## config.mk

```make
export PLATFORM = sky130hd
export DESIGN_NAME = apb4_mem_slave
export DESIGN_NICKNAME = d
export VERILOG_FILES = /design/src/rtl/apb_pkg.sv /design/src/rtl/apb_strb_ram.sv /design/src/rtl/apb4_mem_slave.sv
export SDC_FILE = /design/constraint.sdc
export NUM_CORES = 1
export LEC_CHECK = 0
export CAP_MARGIN = 5
export CORE_MARGIN = 1.5
export CORE_UTILIZATION = 49
export CTS_CLUSTER_DIAMETER = 30
export CTS_CLUSTER_SIZE = 20
export DETAILED_ROUTE_END_ITERATION = 10
export GPL_TIMING_DRIVEN = 0
export PLACE_DENSITY_LB_ADDON = 0.2
export SETUP_SLACK_MARGIN = 0.3
export SLEW_MARGIN = 25
export SYNTH_ARGS = -nofsm -noshare
export SYNTH_HDL_FRONTEND = slang
export SYNTH_SLANG_ARGS = --single-unit
```

## constraint.sdc

```tcl
create_clock -name pclk -period 15.1 [get_ports pclk]
set_clock_uncertainty 0.05 [all_clocks]
set_input_delay 4.53 -clock pclk [delete_from_list [all_inputs] [get_ports pclk]]
set_output_delay 4.53 -clock pclk [all_outputs]
set_load 0.02 [all_outputs]
```

## src/rtl/apb_pkg.sv

```systemverilog
// -----------------------------------------------------------------------------
// apb_pkg
// Shared definitions for the APB4 memory completer:
//   - apb_state_t : transfer FSM states (IDLE / ACCESS)
//   - apb_clog2   : ceiling log2 usable in constant expressions
//   - width helpers for strobe lanes, byte-offset bits, index and counter widths
//   - default data width, strobe width and byte-offset width
// -----------------------------------------------------------------------------
package apb_pkg;

  typedef enum logic {
    IDLE   = 1'b0,
    ACCESS = 1'b1
  } apb_state_t;

  function automatic int apb_clog2(input int v);
    int r;
    r = 0;
    while ((64'd1 << r) < 64'(v)) r++;
    return r;
  endfunction

  // Number of byte lanes in a data word.
  function automatic int apb_strb_w(input int data_w);
    return data_w / 8;
  endfunction

  // Byte-offset bits inside a word (BL).
  function automatic int apb_bl(input int data_w);
    return apb_clog2(data_w / 8);
  endfunction

  // Word index width; never narrower than one bit.
  function automatic int apb_idx_w(input int depth);
    return (apb_clog2(depth) < 1) ? 1 : apb_clog2(depth);
  endfunction

  // Wait counter width able to hold WAIT_STATES; never narrower than one bit.
  function automatic int apb_cnt_w(input int wait_states);
    return (apb_clog2(wait_states + 1) < 1) ? 1 : apb_clog2(wait_states + 1);
  endfunction

  localparam int APB_DEF_DATA_W = 32;
  localparam int APB_DEF_STRB_W = APB_DEF_DATA_W / 8;
  localparam int APB_DEF_BL     = 2;

endpackage

```

## src/rtl/apb_strb_ram.sv

```systemverilog
// -----------------------------------------------------------------------------
// apb_strb_ram
// DEPTH x DATA_W storage with asynchronous clear, per-byte write enables and a
// combinational read port sharing the same word index.
// Ports:
//   i_clk     : clock, rising edge
//   i_rst_n   : asynchronous active-low clear of every word
//   i_idx     : word index for both read and write
//   i_wr_be   : per-byte write enable (one bit per byte lane)
//   i_wr_data : write data
//   o_rd_data : combinational read data (0 for an index beyond DEPTH)
// -----------------------------------------------------------------------------
module apb_strb_ram
  import apb_pkg::*;
#(
  parameter int DATA_W = APB_DEF_DATA_W,
  parameter int STRB_W = APB_DEF_STRB_W,
  parameter int DEPTH  = 16,
  parameter int IDX_W  = 4
) (
  input  logic              i_clk,
  input  logic              i_rst_n,
  input  logic [IDX_W-1:0]  i_idx,
  input  logic [STRB_W-1:0] i_wr_be,
  input  logic [DATA_W-1:0] i_wr_data,
  output logic [DATA_W-1:0] o_rd_data
);

  // One extra bit so DEPTH itself is representable when DEPTH == 2**IDX_W.
  localparam logic [IDX_W:0] DEPTH_V = (IDX_W + 1)'(DEPTH);

  logic [DATA_W-1:0] r_mem [DEPTH];
  logic              w_in_range;

  assign w_in_range = ({1'b0, i_idx} < DEPTH_V);

  always_ff @(posedge i_clk or negedge i_rst_n) begin
    if (!i_rst_n) begin
      for (int w = 0; w < DEPTH; w++) r_mem[w] <= '0;
    end else if (w_in_range) begin
      for (int b = 0; b < STRB_W; b++) begin
        if (i_wr_be[b]) r_mem[i_idx][b*8 +: 8] <= i_wr_data[b*8 +: 8];
      end
    end
  end

  // Non-power-of-two depths leave holes in the index space; read those as 0.
  assign o_rd_data = w_in_range ? r_mem[i_idx] : '0;

endmodule

```

## src/rtl/apb4_mem_slave.sv

```systemverilog
// -----------------------------------------------------------------------------
// apb4_mem_slave
// APB4 completer fronting a byte-strobed memory of DEPTH words of DATA_W bits.
// Transfers go IDLE -> ACCESS on a SETUP cycle; the request is latched there and
// the bus is not looked at again except for psel/penable/slave_wait. ACCESS
// completes after WAIT_STATES cycles once slave_wait is low, or aborts if the
// master drops psel/penable first. Misaligned or out-of-range addresses complete
// with pslverr and leave memory untouched.
// Ports:
//   pclk, presetn            : clock (rising edge), async active-low reset
//   psel, penable, pwrite    : APB control
//   paddr, pwdata, pstrb     : byte address, write data, write byte strobes
//   slave_wait               : external stall holding off pready
//   prdata, pready, pslverr  : combinational response (0 unless pready)
//   abort                    : registered one-cycle pulse on an aborted ACCESS
// -----------------------------------------------------------------------------
module apb4_mem_slave
  import apb_pkg::*;
#(
  parameter int DATA_W      = APB_DEF_DATA_W,
  parameter int ADDR_W      = 32,
  parameter int DEPTH       = 16,
  parameter int WAIT_STATES = 0
) (
  input  logic                       pclk,
  input  logic                       presetn,
  input  logic                       psel,
  input  logic                       penable,
  input  logic                       pwrite,
  input  logic [ADDR_W-1:0]          paddr,
  input  logic [DATA_W-1:0]          pwdata,
  input  logic [apb_strb_w(DATA_W)-1:0] pstrb,
  input  logic                       slave_wait,
  output logic [DATA_W-1:0]          prdata,
  output logic                       pready,
  output logic                       pslverr,
  output logic                       abort
);

  localparam int STRB_W = apb_strb_w(DATA_W);
  localparam int BL     = apb_bl(DATA_W);
  localparam int IDX_W  = apb_idx_w(DEPTH);
  localparam int CNT_W  = apb_cnt_w(WAIT_STATES);

  localparam logic [ADDR_W-1:0] LANE_MASK = ADDR_W'((64'd1 << BL) - 64'd1);

  apb_state_t        r_state;
  apb_state_t        w_state_nxt;
  logic [CNT_W-1:0]  r_cnt;
  logic [CNT_W-1:0]  w_cnt_nxt;
  logic              r_abort;

  logic [ADDR_W-1:0] r_addr;
  logic              r_write;
  logic [DATA_W-1:0] r_wdata;
  logic [STRB_W-1:0] r_strb;

  logic              w_setup;
  logic              w_done;
  logic              w_drop;
  logic [ADDR_W-1:0] w_idx;
  logic              w_misalign;
  logic              w_range;
  logic              w_err;
  logic [STRB_W-1:0] w_we;
  logic [DATA_W-1:0] w_rd_data;

  assign w_setup = psel && !penable;
  assign w_done  = (r_state == ACCESS) && psel && penable &&
                   (r_cnt == '0) && !slave_wait;
  assign w_drop  = (r_state == ACCESS) && !(psel && penable);

  assign w_idx      = r_addr >> BL;
  assign w_misalign = |(r_addr & LANE_MASK);
  assign w_range    = (w_idx >= ADDR_W'(DEPTH));
  assign w_err      = w_misalign || w_range;

  always_ff @(posedge pclk or negedge presetn) begin
    if (!presetn) begin
      r_state <= IDLE;
      r_cnt   <= '0;
      r_abort <= 1'b0;
    end else begin
      r_state <= w_state_nxt;
      r_cnt   <= w_cnt_nxt;
      r_abort <= w_drop;
    end
  end

  // Request copy is pure data: it is only consulted in ACCESS, which is always
  // entered through a SETUP cycle that loads it.
  always_ff @(posedge pclk) begin
    if ((r_state == IDLE) && w_setup) begin
      r_addr  <= paddr;
      r_write <= pwrite;
      r_wdata <= pwdata;
      r_strb  <= pstrb;
    end
  end

  always_comb begin
    w_state_nxt = r_state;
    w_cnt_nxt   = r_cnt;
    case (r_state)
      IDLE: begin
        // psel && penable without a preceding SETUP is ignored here.
        if (w_setup) begin
          w_state_nxt = ACCESS;
          w_cnt_nxt   = CNT_W'(WAIT_STATES);
        end
      end
      ACCESS: begin
        // Wait states run down even while slave_wait is asserted.
        if (r_cnt != '0) w_cnt_nxt = r_cnt - CNT_W'(1);
        if (w_done || w_drop) begin
          w_state_nxt = IDLE;
          w_cnt_nxt   = '0;
        end
      end
      default: w_state_nxt = IDLE;
    endcase
  end

  assign w_we = (w_done && r_write && !w_err) ? r_strb : '0;

  apb_strb_ram #(
    .DATA_W (DATA_W),
    .STRB_W (STRB_W),
    .DEPTH  (DEPTH),
    .IDX_W  (IDX_W)
  ) u_ram (
    .i_clk     (pclk),
    .i_rst_n   (presetn),
    .i_idx     (w_idx[IDX_W-1:0]),
    .i_wr_be   (w_we),
    .i_wr_data (r_wdata),
    .o_rd_data (w_rd_data)
  );

  assign pready  = w_done;
  assign pslverr = w_done && w_err;
  assign prdata  = (w_done && !r_write && !w_err) ? w_rd_data : '0;
  assign abort   = r_abort;

endmodule

```

; Word level (Yosys, flattened, before mapping)
; Index checks and enable logic that the tools add are counted.
[word_totals]
reg_bits = 584
elab_cells = 81
output_inout_bits = 35
[op_classes]
order_cmp = 3
n_mux = 28
eq_ne = 1
n_reduce_logical = 22
n_addsub = 1
bitwise = 3
[ops]
columns = cell, count
row1 = $bwmux W512, 4
row2 = $mux W512, 4
row3 = $demux W32 S4, 4
row4 = $bmux W32 S4, 1
row5 = $mux W32, 4
row6 = $ge A30 B5 Y1 const B, 1
row7 = $mux W24, 1
row8 = $mux W16, 1
row9 = $logic_and A1 B1 Y1, 14
row10 = $mux W8, 1
row11 = $ge A5 B5 Y1 const B, 1
row12 = $logic_not A1 Y1, 5
row13 = $lt A5 B1 Y1 const B, 1
row14 = $mux W1, 5
row15 = $not A4 Y5, 1
row16 = $mux W4, 1
row17 = $pmux W1 S2, 2
row18 = $logic_or A1 B1 Y1, 2
row19 = $ne A2 B2 Y1 const B, 1
row20 = $not A1 Y1, 2
row21 = $reduce_or A2 Y1, 1
row22 = $sub A1 B1 Y1 const B, 1

; Depth between registers and ports, before layout
; Gate-level depths: netlist of the first run.
[logic_depth]
depth_word = 14
ltp_mapped = 7

; By module
; From an unflattened synthesis of the first run, not the netlist that was laid out.
[hier_totals]
hier_cells = 1601
hier_area_um2 = 26263.9
[modules_own_cells]
columns = mod, instances, cells_each, area_each_um2, seq_area_each_um2
row1 = apb_strb_ram, 1, 1431, 23364.9, 12812.3
row2 = apb4_mem_slave, 1, 170, 2899.0, 2122.0

; Least setup slack after synthesis of the first run
; Ideal clock, no wire load.
[synth_path]
path_kind = input to output
from = input port slave_wait
to = output port prdata[10]
cell_stages = 7
slack_ns = 4.270
n_path_buf = 3
required_ns = 10.520
t_arrival_ns = 6.250
cell_sequence = and4b_1 -> nand4_1 -> buf_6 -> or3_1 -> clkbuf_1 -> clkbuf_1 -> a21oi_1
[synth_between]
elab_chain_cells = 5
[synth_lines]
columns = element, line
row1 = from (decl), apb4_mem_slave.sv:33  ; input logic slave_wait,
row2 = $logic_not A1 Y1, apb4_mem_slave.sv:70  ; (r_cnt == '0) && !slave_wait;
row3 = $logic_and A1 B1 Y1, apb4_mem_slave.sv:70
row4 = $logic_and A1 B1 Y1 (2 in series), apb4_mem_slave.sv:142  ; assign prdata = (w_done && !r_write && !w_err) ? w_rd_data : '0;
row5 = $mux W32, apb4_mem_slave.sv:142
row6 = to (decl), apb4_mem_slave.sv:34  ; output logic [DATA_W-1:0] prdata,
; Every way passes these cells.

; Final worst setup path of the first run
[layout_path]
from = input port penable
to = output port prdata[30]
[layout_between]
elab_chain_cells = 6
[layout_lines]
columns = element, line
row1 = from (decl), apb4_mem_slave.sv:28  ; input logic penable,
row2 = $logic_and A1 B1 Y1 (2 in series), apb4_mem_slave.sv:69  ; assign w_done = (r_state == ACCESS) && psel && penable &&
row3 = $logic_and A1 B1 Y1, apb4_mem_slave.sv:70
row4 = $logic_and A1 B1 Y1 (2 in series), apb4_mem_slave.sv:142
row5 = $mux W32, apb4_mem_slave.sv:142
; Every way passes these cells.

==> results of run 1 <==
==> kinds of logic after synthesis <==
group	share of synthesized area, %
AO/OA/AOI/OAI	2.48
AND/OR/NAND/NOR	5.29
multiplexers	33.7
buffers and inverters	2.54
flip-flops	56.0
==> worst min-delay path by stage <==
stage                           startpoint          endpoint  slack, ns
after floorplan           u_ram.r_mem[440]  u_ram.r_mem[440]       0.42
after global placement    u_ram.r_mem[287]  u_ram.r_mem[287]       0.43
after detailed placement  u_ram.r_mem[443]  u_ram.r_mem[443]       0.44
after CTS                 u_ram.r_mem[443]  u_ram.r_mem[443]       0.45
after global routing      u_ram.r_mem[163]  u_ram.r_mem[163]       0.45
final                      u_ram.r_mem[51]   u_ram.r_mem[51]       0.45
==> state kept, by name, indices dropped and copies added (netlist names) <==
name,count
u_ram.r_mem,512
r_write,1
abort,1
r_addr,32
r_strb,4
r_state,1
r_wdata,32
==> cell usage in the layout, fill, tap and decap left out, types with 3 or more instances in the layout <==
cell	netlist	layout
dfrtp_1	514	514
mux2_2	422	422
clkbuf_16	0	136
mux4_2	128	128
clkdlybuf4s50_1	0	107
mux2_4	90	90
clkbuf_1	62	76
edfxtp_1	69	69
a22oi_1	64	64
nor4_4	45	45
a21oi_1	32	32
clkinv_2	0	25
buf_4	11	20
clkbuf_8	4	19
buf_2	18	18
nand2_1	14	14
bufinv_16	0	14
or4_1	11	11
buf_6	9	9
inv_6	0	9
clkinvlp_4	0	9
nand3_1	8	8
nor4_1	7	7
buf_16	0	6
buf_12	5	5
nor2b_1	4	4
nor4b_4	4	4
clkinv_1	0	4
clkinv_4	0	4
and2_1	3	3
buf_1	3	3
==> through the flow <==
stage	setup WS (ns)	setup TNS (ns)	total power, uW
after floorplan	4.27	0	1680
after global placement	-12.64	-6453.81	1750
after detailed placement	2.58	0	1760
after CTS	2.57	0	4630
after global routing	2.44	0	4720
final	2.51	0	4580
==> routing by layer <==
layer / vias up / GRT usage, %
met1: 8112 / 32.8
li1: 6527 / -
met2: 435 / 40.1
met3: 169 / 5.92
met4: 0 / 11.8
met5: - / 0
==> synthesized netlist by cell type (2+ instances only) <==
| cell | count |
|---|---|
| dfrtp_1 | 514 |
| mux2_2 | 422 |
| mux4_2 | 128 |
| mux2_4 | 90 |
| edfxtp_1 | 69 |
| a22oi_1 | 64 |
| clkbuf_1 | 62 |
| nor4_4 | 45 |
| a21oi_1 | 32 |
| buf_2 | 18 |
| nand2_1 | 14 |
| buf_4 | 11 |
| or4_1 | 11 |
| buf_6 | 9 |
| nand3_1 | 8 |
| nor4_1 | 7 |
| buf_12 | 5 |
| clkbuf_8 | 4 |
| nor2b_1 | 4 |
| nor4b_4 | 4 |
| and2_1 | 3 |
| buf_1 | 3 |
| nand4_1 | 2 |
| nor2_1 | 2 |
| nor3_2 | 2 |
==> report_power, final <==
part	switching [uW]	internal [uW]
registers	9.42	1600
logic	79.2	39.5
clock network	903	1950
total	992	3590
==> cell type report <==
type / instances / area, um2 / area share [%]
Clock inverter: 69 / 815 / 2.44
Sequential cell: 583 / 14900 / 44.8
Clock buffer: 166 / 3670 / 11.0
Tap cell: 696 / 871 / 2.61
Buffer: 113 / 679 / 2.04
Multi-Input combinational cell: 847 / 11100 / 33.2
Timing Repair Buffer: 123 / 1320 / 3.95
==> worst register-to-register path, stage by stage, from the launching register on <==
cell	delay [ns]
edfxtp_1	0.36
nor4_1	0.46
nand4_1	0.37
buf_6	0.30
buf_12	0.18
nor4_4	0.95
mux2_2	0.43
==> results.cfg, run 1 <==
[critical_path]
r2r_setup_slack_ns = 11.86
slowest_stage = clkdlybuf4s50_1
cp_num_buf_inv = 5
path_depth = 9
r2r-start = r_addr[1]
worstPathRequired_ns = 10.52
crit_family = buffers and inverters
path_class = in2out
slowest_delay_ns = 0.67
r2r_cells = 6
reg2reg_to = u_ram.r_mem[380]
cp-start-kind = input port
worstSetupEndpointType = primary output
cp_cell_sequence = clkdlybuf4s50_1 > and4b_1 > nand4_1 > buf_6 > or3_1 > clkbuf_1 > clkbuf_1 > a21oi_1 > clkdlybuf4s50_1
crit_fanout = 10
worstPathArrival_ns = 8.01
crit_end = prdata[30]
crit_start = penable

[floorplanning]
core_mm2 = 0.0538
start_util_pct = 49.6
dieArea_mm2 = 0.0558
ioPinCount = 109
die_x_um = 236
rows = 85
die_height_um = 236

[layout]
fin_nets = 1873
fin_util_pct = 62.0
fillers = 3919
diodes = 0
syn_to_final_growth_pct = 25.1
drive_gt1_share_pct = 51.3
final_area_mm2 = 0.0334
final_cells = 2597

[clocking]
post_cts_buffers = 0
cts_resized = 0
clk_pin_slew_worst_paths_ns = 0.04
cts_buffer_depth = 3
cts_made_buffers = 131
clock_latency_ns = 0.70
ctsRootBufferMaster = clkbuf_16
cts_sinks = 583
htree_levels = 4
cts_hold_buf = 0
tritoncts = done

[logic_synthesis]
synthDistinctLibCells = 35
synth_top_area_share_pct = 48.2
synth-edff-count = 69
synth_area_leaders = dfrtp_1 (48%), mux2_2 (18%), mux4_2 (11%)
ys_ff_latch = 583
synth_nets = 1617
synthFlopType = dfrtp_1
async_flop_share_pct = 88.2
syn_area_per_cell_um2 = 17.3
syn-instance-count = 1543
ys_warn_count = 0
ys_seq_area_share_pct = 56.0
netlist_area_mm2 = 0.0267
yosysTopAreaCell = dfrtp_1

[pwr]
p_leak_uw = 0.0155
powerDensity_mw_per_mm2 = 137
ir_drop_mv = 0.123

[grt]
grt_start_max_net_pins = 93
grt_pass1_wl_um = 104000
grt_antenna_before_repair = 0
grt_remaining_overflow = 0
grt_pass1_vias = 16916
grtUsageTotal_pct = 25.2

[route]
routed-wl-met3_um = 3320
dr_total_vias = 15243
avgRoutedWirePerCell_um = 25.9
wl_met1_um = 28900
initialDrtViolationCount = 999
drc = 0
viasPerCell = 5.87
antenna_left = 0
firstDrtPassIters = 4
highest_layer = met4
route.met2.wl_um = 32500
totalWireLength_um = 67300

[sta]
setup_viol = 0
hold_viol_final = 0
timing.fmax_mhz = 79.4
fin_crit_sh_pct = 83.4
rsz0062_at_grt = false
worst_hold_slack_ns = 0.448
maxSlewHeadroom_pct = 26.1
post-route-min-period_ns = 12.59
max_slew.worst_pin.slew_ns = 1.10
slew_viol_final = 0

[placement]
dpl.hpwl_um = 42500
placedCellCount = 2362
port_buffers = 108
dpl_cell_area_mm2 = 0.0289
gp_congestion = 0.831

[worst_hold_path]
hp-class = reg2reg
holdPathStages = 1

[job]
drv_cap = 0

[run_status]
status = completed
Note: power is estimated with default switching activity, not from simulation.
==> inputs of run 2 (changes only) <==
==> constraint.sdc (replaced) <==
create_clock -name pclk -period 12.6 [get_ports pclk]
set_clock_uncertainty 0.05 [all_clocks]
set_input_delay 3.78 -clock pclk [delete_from_list [all_inputs] [get_ports pclk]]
set_output_delay 3.78 -clock pclk [all_outputs]
set_load 0.02 [all_outputs]
==> results of run 2 <==
The final DEF is identical to that of run 1. Status: completed.
Main changes from that run: setup slack after placement 2.58 ns -> 1.58 ns; setup slack after layout 2.51 ns -> 1.51 ns; register-to-register setup slack 11.86 ns -> 9.36 ns; total power 4580 uW -> 5490 uW; worst IR drop on VDD 0.123 mV -> 0.148 mV
